### src/rtl/paralelo_serial_tx.sv
// Parallel-to-serial symbol transmitter: COM preamble after reset, then IDLE filler or user bytes, MSB first.
// Optional realignment support is compiled in with PS_TX_REALIGN_EN.
module paralelo_serial_tx #(
    parameter int         COM_COUNT = 4,
    parameter logic [7:0] COM_SYM   = 8'hBC,
    parameter logic [7:0] IDL_SYM   = 8'h7C
) (
    input  logic       clk_1,
    input  logic       reset,
    input  logic [7:0] data_in,
    input  logic       valid_in,
    output logic       ready_out,
    output logic       serial_out,
    output logic       sym_start,
    output logic       link_up
`ifdef PS_TX_REALIGN_EN
    ,
    input  logic       realign_req
`endif
);

    localparam logic [0:0] ST_COM  = 1'b0;
    localparam logic [0:0] ST_LINK = 1'b1;

    logic [0:0] state;
    logic [2:0] com_cnt;
    logic [2:0] bit_cnt;
    logic [7:0] shreg;
    logic       boundary;
    logic [3:0] com_nxt;
    logic       preamble_done;
    logic       realign_now;

    assign boundary      = (bit_cnt == 3'd7);
    assign com_nxt       = {1'b0, com_cnt} + 4'd1;
    assign preamble_done = (com_nxt >= 4'(COM_COUNT));

`ifdef PS_TX_REALIGN_EN
    logic realign_pend;

    // A request seen between boundaries is held until the next symbol boundary.
    assign realign_now = (state == ST_LINK) & (realign_req | realign_pend);

    always_ff @(posedge clk_1) begin
        if (reset) begin
            realign_pend <= 1'b0;
        end else if (boundary || state == ST_COM) begin
            realign_pend <= 1'b0;
        end else if (realign_req) begin
            realign_pend <= 1'b1;
        end
    end
`else
    assign realign_now = 1'b0;
`endif

    assign ready_out = (state == ST_LINK) & boundary & ~realign_now;

    always_ff @(posedge clk_1) begin
        if (reset) begin
            state      <= ST_COM;
            com_cnt    <= 3'd0;
            bit_cnt    <= 3'd0;
            shreg      <= COM_SYM;
            serial_out <= 1'b0;
            sym_start  <= 1'b0;
            link_up    <= 1'b0;
        end else begin
            serial_out <= shreg[3'd7 - bit_cnt];
            sym_start  <= (bit_cnt == 3'd0);
            bit_cnt    <= bit_cnt + 3'd1;
            // Next symbol is loaded on the edge that shifts out bit 0 of the current one.
            if (boundary) begin
                case (state)
                    ST_COM: begin
                        com_cnt <= com_nxt[2:0];
                        if (!preamble_done) begin
                            shreg <= COM_SYM;
                        end else begin
                            state   <= ST_LINK;
                            link_up <= 1'b1;
                            shreg   <= IDL_SYM;
                        end
                    end
                    default: begin
                        if (realign_now) begin
                            state   <= ST_COM;
                            com_cnt <= 3'd0;
                            link_up <= 1'b0;
                            shreg   <= COM_SYM;
                        end else if (valid_in) begin
                            shreg <= data_in;
                        end else begin
                            shreg <= IDL_SYM;
                        end
                    end
                endcase
            end
        end
    end

endmodule

### config.mk
export PLATFORM = sky130hd
export DESIGN_NAME = paralelo_serial_tx
export DESIGN_NICKNAME = d
export VERILOG_FILES = /design/src/rtl/paralelo_serial_tx.sv
export SDC_FILE = /design/constraint.sdc
export NUM_CORES = 1
export LEC_CHECK = 0
export ABC_AREA = 1
export BUFFER_PORTS_ARGS = -buffer_cell sky130_fd_sc_hd__buf_4
export CORE_MARGIN = 3
export CORE_UTILIZATION = 56
export DETAILED_ROUTE_END_ITERATION = 8
export MAX_ROUTING_LAYER = met4
export PLACE_DENSITY_LB_ADDON = 0.2
export REMOVE_ABC_BUFFERS = 1
export SETUP_SLACK_MARGIN = 0.3
export SLEW_MARGIN = 25
export SYNTH_ARGS = -nofsm -noshare
export SYNTH_HDL_FRONTEND = slang
export SYNTH_SLANG_ARGS = --single-unit
export TNS_END_PERCENT = 5
### constraint.sdc
create_clock -name clk_1 -period 2.1 [get_ports clk_1]
set_input_delay 0 -clock clk_1 [delete_from_list [all_inputs] [get_ports clk_1]]
set_output_delay 0 -clock clk_1 [all_outputs]
set_load 0.01 [all_outputs]
# Word level (Yosys, flattened, before mapping)

Cells that the tools add are included.

Bits in registers: 18
Bits in latches: 0
RAM bits: 0
ROM bits: 0
Bits of input ports: 11
Output and inout port bits: 4
Word-level logic and storage cells: 25
Memories kept: 0

Add/sub/neg operators: 3
Multiply operators: 0
Divide/modulo/power cells: 0
Order comparisons: 2
Eq/ne operators: 1
Shift-type cells: 0
Mux-type cells: 7
Bitwise logic cells: 2
Reduce and logical (&&, ||, !) cells: 3

Operators with widths:

| cell                  | number |
|---|---|
| $mux W8               | 3 |
| $add A3 B1 Y4 const B | 1 |
| $ge A4 B3 Y1 const B  | 1 |
| $lt A3 B4 Y1 const B  | 1 |
| $add A3 B1 Y3 const B | 1 |
| $bmux W1 S3           | 1 |
| $eq A3 B3 Y1 const B  | 1 |
| $logic_not A3 Y1      | 1 |
| $mux W1               | 3 |
| $reduce_and A3 Y1     | 1 |
| $sub A3 B3 Y3 const A | 1 |
| $reduce_and A2 Y1     | 1 |
| $and A1 B1 Y1         | 1 |
| $not A1 Y1            | 1 |

# Longest topological paths before layout

Gate-level depths: netlist of run 1.

Depth in word-level cells: 4
Mapped depth: 8
Depth with buffers taken out: 7

# Worst setup path after synthesis of run 1

OpenSTA, ideal clock, no wires.

Path kind: reg2reg
Start: reg bit_cnt[0]
End: reg shreg[2]
Setup time: 0.119 ns
Arrival time: 1.245 ns
Required time: 1.981 ns
Slack: 0.736 ns
Cell stages (with the launch flop): 9
Buffers on the path: 1
Period minus slack after synthesis: 1.364 ns
Cells stage by stage: dfxtp_1 -> ha_1 -> ha_1 -> buf_4 -> nand2_1 -> nor2_2 -> inv_2 -> o22ai_1 -> nand2_1

Cells in the longest elaborated chain, start to end: 1

RTL lines:

| element                | line | source |
|---|---|---|
| from (decl)            | 27   | `logic [2:0] bit_cnt;` |
| from (signal assigned) | 71   | `bit_cnt <= bit_cnt + 3'd1;` |
| $eq A3 B3 Y1           | 34   | `assign boundary = (bit_cnt == 3'd7);` |
| named net boundary     | 29   | `logic boundary;` |
| to (signal assigned)   | 92   | `shreg <= data_in;` |
| to (decl)              | 28   | `logic [7:0] shreg;` |

The timed path passes the listed nets, and every way through them passes these cells.
A chain may end at the register's enable or synchronous reset.

# Final worst setup path of run 1

Start: reg bit_cnt[0]
End: reg shreg[3]

The elaborated chain is that of the path after synthesis.

==> results of run 1 <==
==> worst max-delay path: stages (launching register included) <==
cell     delay [ns]
dfxtp_1        0.48
ha_1           0.20
ha_2           0.25
nand2_1        0.10
nor2_2         0.17
inv_2          0.07
o22ai_1        0.11
nand2_1        0.06
==> Yosys cell counts <==
cell     instances  area [um^2]
nand2_1         34        127.6
ha_1             4        50.05
nor2_4           1        11.26
a22oi_1          2        15.01
o22ai_1          4        25.02
nand2_2          1        6.260
a21oi_1          6        30.03
nor2_2           1        6.260
nand3_1          5        25.02
inv_1           21        78.83
nor2_1          14        52.55
o21ai_0          3        15.01
buf_4            2        15.01
dfxtp_1         18        360.4
inv_2            1        3.750
==> registers in the layout, summed over array words and instances (netlist names) <==
name / flops
bit_cnt: 3
com_cnt: 3
link_up: 1
serial_out: 1
shreg: 8
state: 1
sym_start: 1
==> per-stage QoR <==
step	hold WS, ns	instances	setup WS, ns
after floorplan	0.06669	115	0.7075
after global placement	0.2133	144	0.5654
after detailed placement	0.2185	144	0.5199
after CTS	0.06201	154	0.4930
after global routing	0.06011	154	0.3644
final	0.06503	154	0.5527
==> how the worst max path moves through the flow <==
stage,end,cells after the start
after floorplan,shreg[2],7
after global placement,shreg[3],7
after detailed placement,shreg[3],7
after CTS,shreg[3],7
after global routing,shreg[3],7
final,shreg[3],7
==> layer usage <==
layer / vias up / global-route usage [%] / routed length [um]
li1: 401 / - / -
met1: 346 / 22.83 / 769
met2: 14 / 36.34 / 849
met3: 5 / 3.659 / 49
met4: 0 / 10.84 / 36
met5: - / - / 0
==> timing repair <==
item,CTS,global route
hold buffers,7,0
resized for setup,0,1
buffers inserted,0,0
setup endpoints to repair,0,3
hold endpoints to repair,12,0
==> cell type report <==
type | instances | area [um^2]
multi-input cells | 75 | 366.6
flip-flops and latches | 18 | 360.3
fillers | 110 | 307.8
repair buffers | 21 | 175.2
inverters | 22 | 82.58
clock buffers | 3 | 22.52
well taps | 15 | 18.77
==> cells by family after synthesis <==
group / synth area share, %
and+or+nand+nor: 27.85
AOI/OAI and AO/OA: 10.35
buffers and inverters: 11.87
adders and majority gates: 6.089
DFF: 43.84
==> power by group <==
| part | switching, mW | total, mW | internal (mW) |
|---|---|---|---|
| Combinational | 0.0357 | 0.0767 | 0.0410 |
| Clock | 0.104 | 0.171 | 0.0668 |
| Sequential | 0.00977 | 0.361 | 0.352 |
| Total | 0.150 | 0.609 | 0.459 |
==> metrics.yaml, run 1 <==
run_status:
  status: "finished clean"
routing:
  post-route-drc-count: 0
  dr.first_iter.drc_count: 18
  postRouteAntennaNets: 0
  routed_wl_um: 1706
  wire_per_inst_um: 11.08
  dr.pass1.iters: 4
  num_vias: 766
  viasPerCell: 4.974
synth:
  synth.distinct_cells: 15
  netlist_area_um2: 822.0
  synth-seq-cells: 18
  ys_seq_area_share_pct: 43.84
  syn_avg_cell_area_um2: 7.026
  syn_inst: 117
  yosys_warnings: 0
sta:
  fin_crit_ns: 1.547
  slew_headroom_pct: 82.34
  rsz0062_at_grt: "no"
  clock.fmax_ghz: 0.6463
  setup_viol: 0
  finalCritPeriodShare_pct: 73.68
  fin_tns_setup_ns: 0
  tightestPinTransition_ns: 0.2647
  skew_ns: 0.001714
  hold_violations: 0
  slew_viol_final: 0
cells_and_area:
  finish.utilization_pct: 76.92
  area_growth_syn_to_layout_pct: 24.81
  stdcell_area_um2: 1026
  antenna_cells: 0
  layout-drive-gt1-share_pct: 15.83
  final_common_cell: "nand2_1"
  mostFrequentLayoutCells: "34 x nand2_1, 21 x inv_1, 18 x dfxtp_1"
  finalNetCount: 156
setup_path:
  end_kind: "register"
  rr_startpoint: "bit_cnt[0]"
  cp_max_fo: 8
  reg2reg_depth: 7
  crit_start: "bit_cnt[0]"
  reg2reg_to: "shreg[3]"
  worstSetupPathType: "register to register"
  cp.arrival_ns: 1.74
  start_kind: "register"
  r2r_slack_ns: 0.55
  crit_required_ns: 2.29
place:
  placed_area_um2: 930.9
  place.port_buffers: 14
  place.gp.congestion: 0.8208
  dp_hpwl_um: 1217
global_route:
  grt_max_degree: 12
  gr-total-overflow: 0
  antenna_found_initial: 0
  grt_pass1_wl_um: 2953
  grt_pass1_vias: 752
  grtUsageTotal_pct: 21.05
clocking:
  cts_buffers: 3
  clk_pin_slew_worst_paths_ns: 0.10
  root_buffer: "clkbuf_4"
  clk_path_buf_depth: 2
  cts.htree.levels: 1
  cts_tree: "built"
  cts_sinks: 18
  clk_latency_ns: 0.29
floorplan:
  rows: 13
  die_area_um2: 1964
  ios: 15
  die_h_um: 44.32
  core_um2: 1334
  start_util_pct: 61.63
  die_x_um: 44.32
flow_run:
  drv_cap: 0
min_path:
  min_path_cells: 5
  hold_path.class: "input pin to register"
  hold_path_end: "shreg[7]"
  min_from: "data_in[7]"
pwr:
  p_per_area_nw_per_um2: 593.8
  power_uw: 609.2
  ir_drop_uv: 509.8
  p_leak_nw: 0.5054
Power figures use the tool's default switching activity.
==> run 2: changes to the inputs <==
--- a/config.mk
+++ b/config.mk
@@ -5,10 +5,10 @@
 export SDC_FILE = /design/constraint.sdc
 export NUM_CORES = 1
 export LEC_CHECK = 0
-export ABC_AREA = 1
+export ABC_AREA = 0
 export BUFFER_PORTS_ARGS = -buffer_cell sky130_fd_sc_hd__buf_4
 export CORE_MARGIN = 3
-export CORE_UTILIZATION = 56
+export CORE_UTILIZATION = 46
 export DETAILED_ROUTE_END_ITERATION = 8
 export MAX_ROUTING_LAYER = met4
 export PLACE_DENSITY_LB_ADDON = 0.2
==> constraint.sdc (replaced) <==
create_clock -name clk_1 -period 1.4 [get_ports clk_1]
set_input_delay 0 -clock clk_1 [delete_from_list [all_inputs] [get_ports clk_1]]
set_output_delay 0 -clock clk_1 [all_outputs]
set_load 0.01 [all_outputs]
==> run 2 against run 1 <==
  * Maximum frequency grew 11%
  * Cell count fell by 17%
  * Total power grew 54%
  * Sequential share of layout area is 4.1 points lower
  * Routed wire length grew 12%
  * Die area grew 12%
  * Worst setup slack worse by 0.55 ns
  * Global-route usage decreased by 0.71 points
  * Area after synthesis shrank 6.5%
  * Hold slack worse by 0.011 ns
  * Via count down 6.9%
  * Clock-buffer cell count unchanged
  * Critical endpoint is now shreg[7]
==> metrics.yaml, run 2 <==
routing:
  postRouteAntennaNets: 0
  dr.first_iter.drc_count: 4
  num_vias: 713
  dr.pass1.iters: 4
  routed_wl_um: 1915
  wire_per_inst_um: 14.96
  post-route-drc-count: 0
  viasPerCell: 5.570
setup_path:
  worst_path_most_repeated_cell: "ha_4"
  worstSetupPathType: "register to register"
  critical-path-top-delay-family: "compound AO/OA/AOI/OAI gates"
  cp_slowest_cell: "dfxtp_2"
  cp.arrival_ns: 1.59
  end_kind: "register"
  r2r_slack_ns: 0.0007
  crit_required_ns: 1.59
  start_kind: "register"
  slowest_delay_ns: 0.35
  path_cells: "ha_4, ha_4, and3_4, a22o_1, a311o_1"
  cp_max_fo: 3
  crit_buf_inv: 0
global_route:
  met2_usage_pct: 31.71
  top_usage_layer: "met2"
  grt_max_degree: 13
  met3_usage_pct: 4.598
  grt_use_met1_pct: 24.53
  grtUsageTotal_pct: 20.34
  grt_pass1_wl_um: 2939
  antenna_found_initial: 0
  gr-total-overflow: 0
  grt_pass1_vias: 645
synth:
  yosys.area.top_type: "dfxtp_1"
  async_reset_ff_share_pct: 0
  yosys_warnings: 0
  yosysMostFrequentCell: "dfxtp_1"
  synth_area_leaders: "dfxtp_1 47%, ha_1 6.5%, o22ai_1 4.1%, inv_1 3.4%, nand2_1 3.4%"
  synth_edf_count: 0
  ys_seq_area_share_pct: 46.91
  syn_avg_cell_area_um2: 9.603
  netlist_area_um2: 768.2
  syn_inst: 80
  synth.distinct_cells: 31
  synth-seq-cells: 18
  synth_ff_type: "dfxtp_1"
  synthTopCellsByCount: "18 x dfxtp_1, 7 x inv_1, 7 x nand2_1"
  synth_top_area_share_pct: 46.91
clocking:
  cts_tree: "built"
  clk_latency_ns: 0.29
  cts.htree.levels: 1
  clk_path_buf_depth: 2
  cts_buffers: 3
  root_buffer: "clkbuf_4"
  cts_sinks: 18
  clk_pin_slew_worst_paths_ns: 0.09
run_status:
  status: "finished clean"
pwr:
  p_leak_nw: 0.4552
  ir_drop_uv: 628.4
  p_per_area_nw_per_um2: 798.5
sta:
  hold_violations: 0
  finalCritPeriodShare_pct: 99.95
  slew_headroom_pct: 64.08
  skew_ns: 0.002093
  rsz0062_at_grt: "yes"
  setup_viol: 0
  tightestPinTransition_ns: 0.5371
  fin_tns_setup_ns: 0
  slew_viol_final: 0
  fin_crit_ns: 1.399
  clock.fmax_ghz: 0.7147
  setup_slack_ns: 0.0007163
min_path:
  hold_path.class: "input pin to register"
cells_and_area:
  layout-drive-gt1-share_pct: 45.54
  largest_reg_flops: 8
  antenna_cells: 0
  finish.utilization_pct: 76.46
  top_regs: "shreg x8, bit_cnt x3, com_cnt x3"
  top_register: "shreg"
  mostFrequentLayoutCells: "19 x buf_4, 14 x dfxtp_1, 8 x dlygate4sd3_1"
  area_growth_syn_to_layout_pct: 53.42
  final_common_cell: "buf_4"
  finalNetCount: 129
floorplan:
  die_x_um: 46.87
  die_area_um2: 2196
  core_um2: 1541
  start_util_pct: 49.84
  die_h_um: 46.87
  rows: 14
  ios: 15
place:
  dp_slack_ns: -0.1283
  dp_hpwl_um: 1226
  place.gp.congestion: 0.7456
  place.port_buffers: 14
flow_run:
  drv_cap: 0
-- run 2: changes by cell type after synthesis, sizes merged, moves of 2 or more --
cell | previous run | this run
inv | 22 | 7
nand2 | 35 | 7
nand3 | 5 | 1
nor2 | 16 | 6
nor2b | 0 | 2
o211ai | 0 | 2
-- run 2: per-layer routing --
layer	vias to the layer above	part of all wire, %
li1	354	-
met1	336	45
met2	19	50
met3	4	4.4
met4	0	1.3
met5	-	0
-- run 2: power by group --
group / switching (mW) / internal, mW / total [mW]
registers: 0.00923 / 0.527 / 0.536
logic: 0.0612 / 0.0918 / 0.153
clock network: 0.152 / 0.100 / 0.252
-- run 2: logic make-up after synthesis --
family                   synth area share (%)
AO/OA/AOI/OAI                           17.43
adder cells (fa/ha/maj)                 6.515
flip-flops                              46.91
AND/OR/NAND/NOR                         16.29
buffers and inverters                   6.025
multiplexers                            5.700
XOR/XNOR                                1.140
-- run 2: final timing paths --
kind                   start       end  depth (start not counted)
setup reg to reg  bit_cnt[0]  shreg[7]                          5
hold reg to reg      link_up   link_up                          2
setup / recovery  bit_cnt[0]  shreg[7]                          5
hold / removal    data_in[6]  shreg[6]                          3
-- run 2: through the flow --
step,total power [mW],instance area (um^2),hold slack [ns],std cells
floorplan,0.5830,748.2,0.06669,77
global placement,0.6410,933.4,0.2225,115
detailed placement,0.6431,933.4,0.2291,115
CTS,0.9244,1097,0.03529,128
global route,0.9907,1179,0.06070,128
finish,0.9412,1179,0.05376,128
-- run 2: worst reg2reg max path, delay by kind of cell, from the launching register on --
kind                       cells  cell delay, ns
DFF                            1            0.35
and+or+nand+nor                1            0.15
adders and majority gates      2            0.32
AOI/OAI and AO/OA              2            0.47
-- run 2: layout make-up --
| class | count | area (um^2) |
|---|---|---|
| sequential | 18 | 365.4 |
| fill | 111 | 362.8 |
| timing repair buffer | 32 | 279.0 |
| multi-input combinational | 52 | 460.4 |
| clock buffer | 3 | 22.52 |
| inverter | 7 | 31.28 |
| tap | 16 | 20.02 |
-- run 2: what timing repair did --
action | 4_1_cts | 5_1_grt
setup endpoints to repair | 14 | 17
resized for setup | 12 | 20
setup buffers | 2 | 0
hold buffers | 8 | 0
endpoints found under the hold margin | 16 | 0
pin swaps | 3 | 13
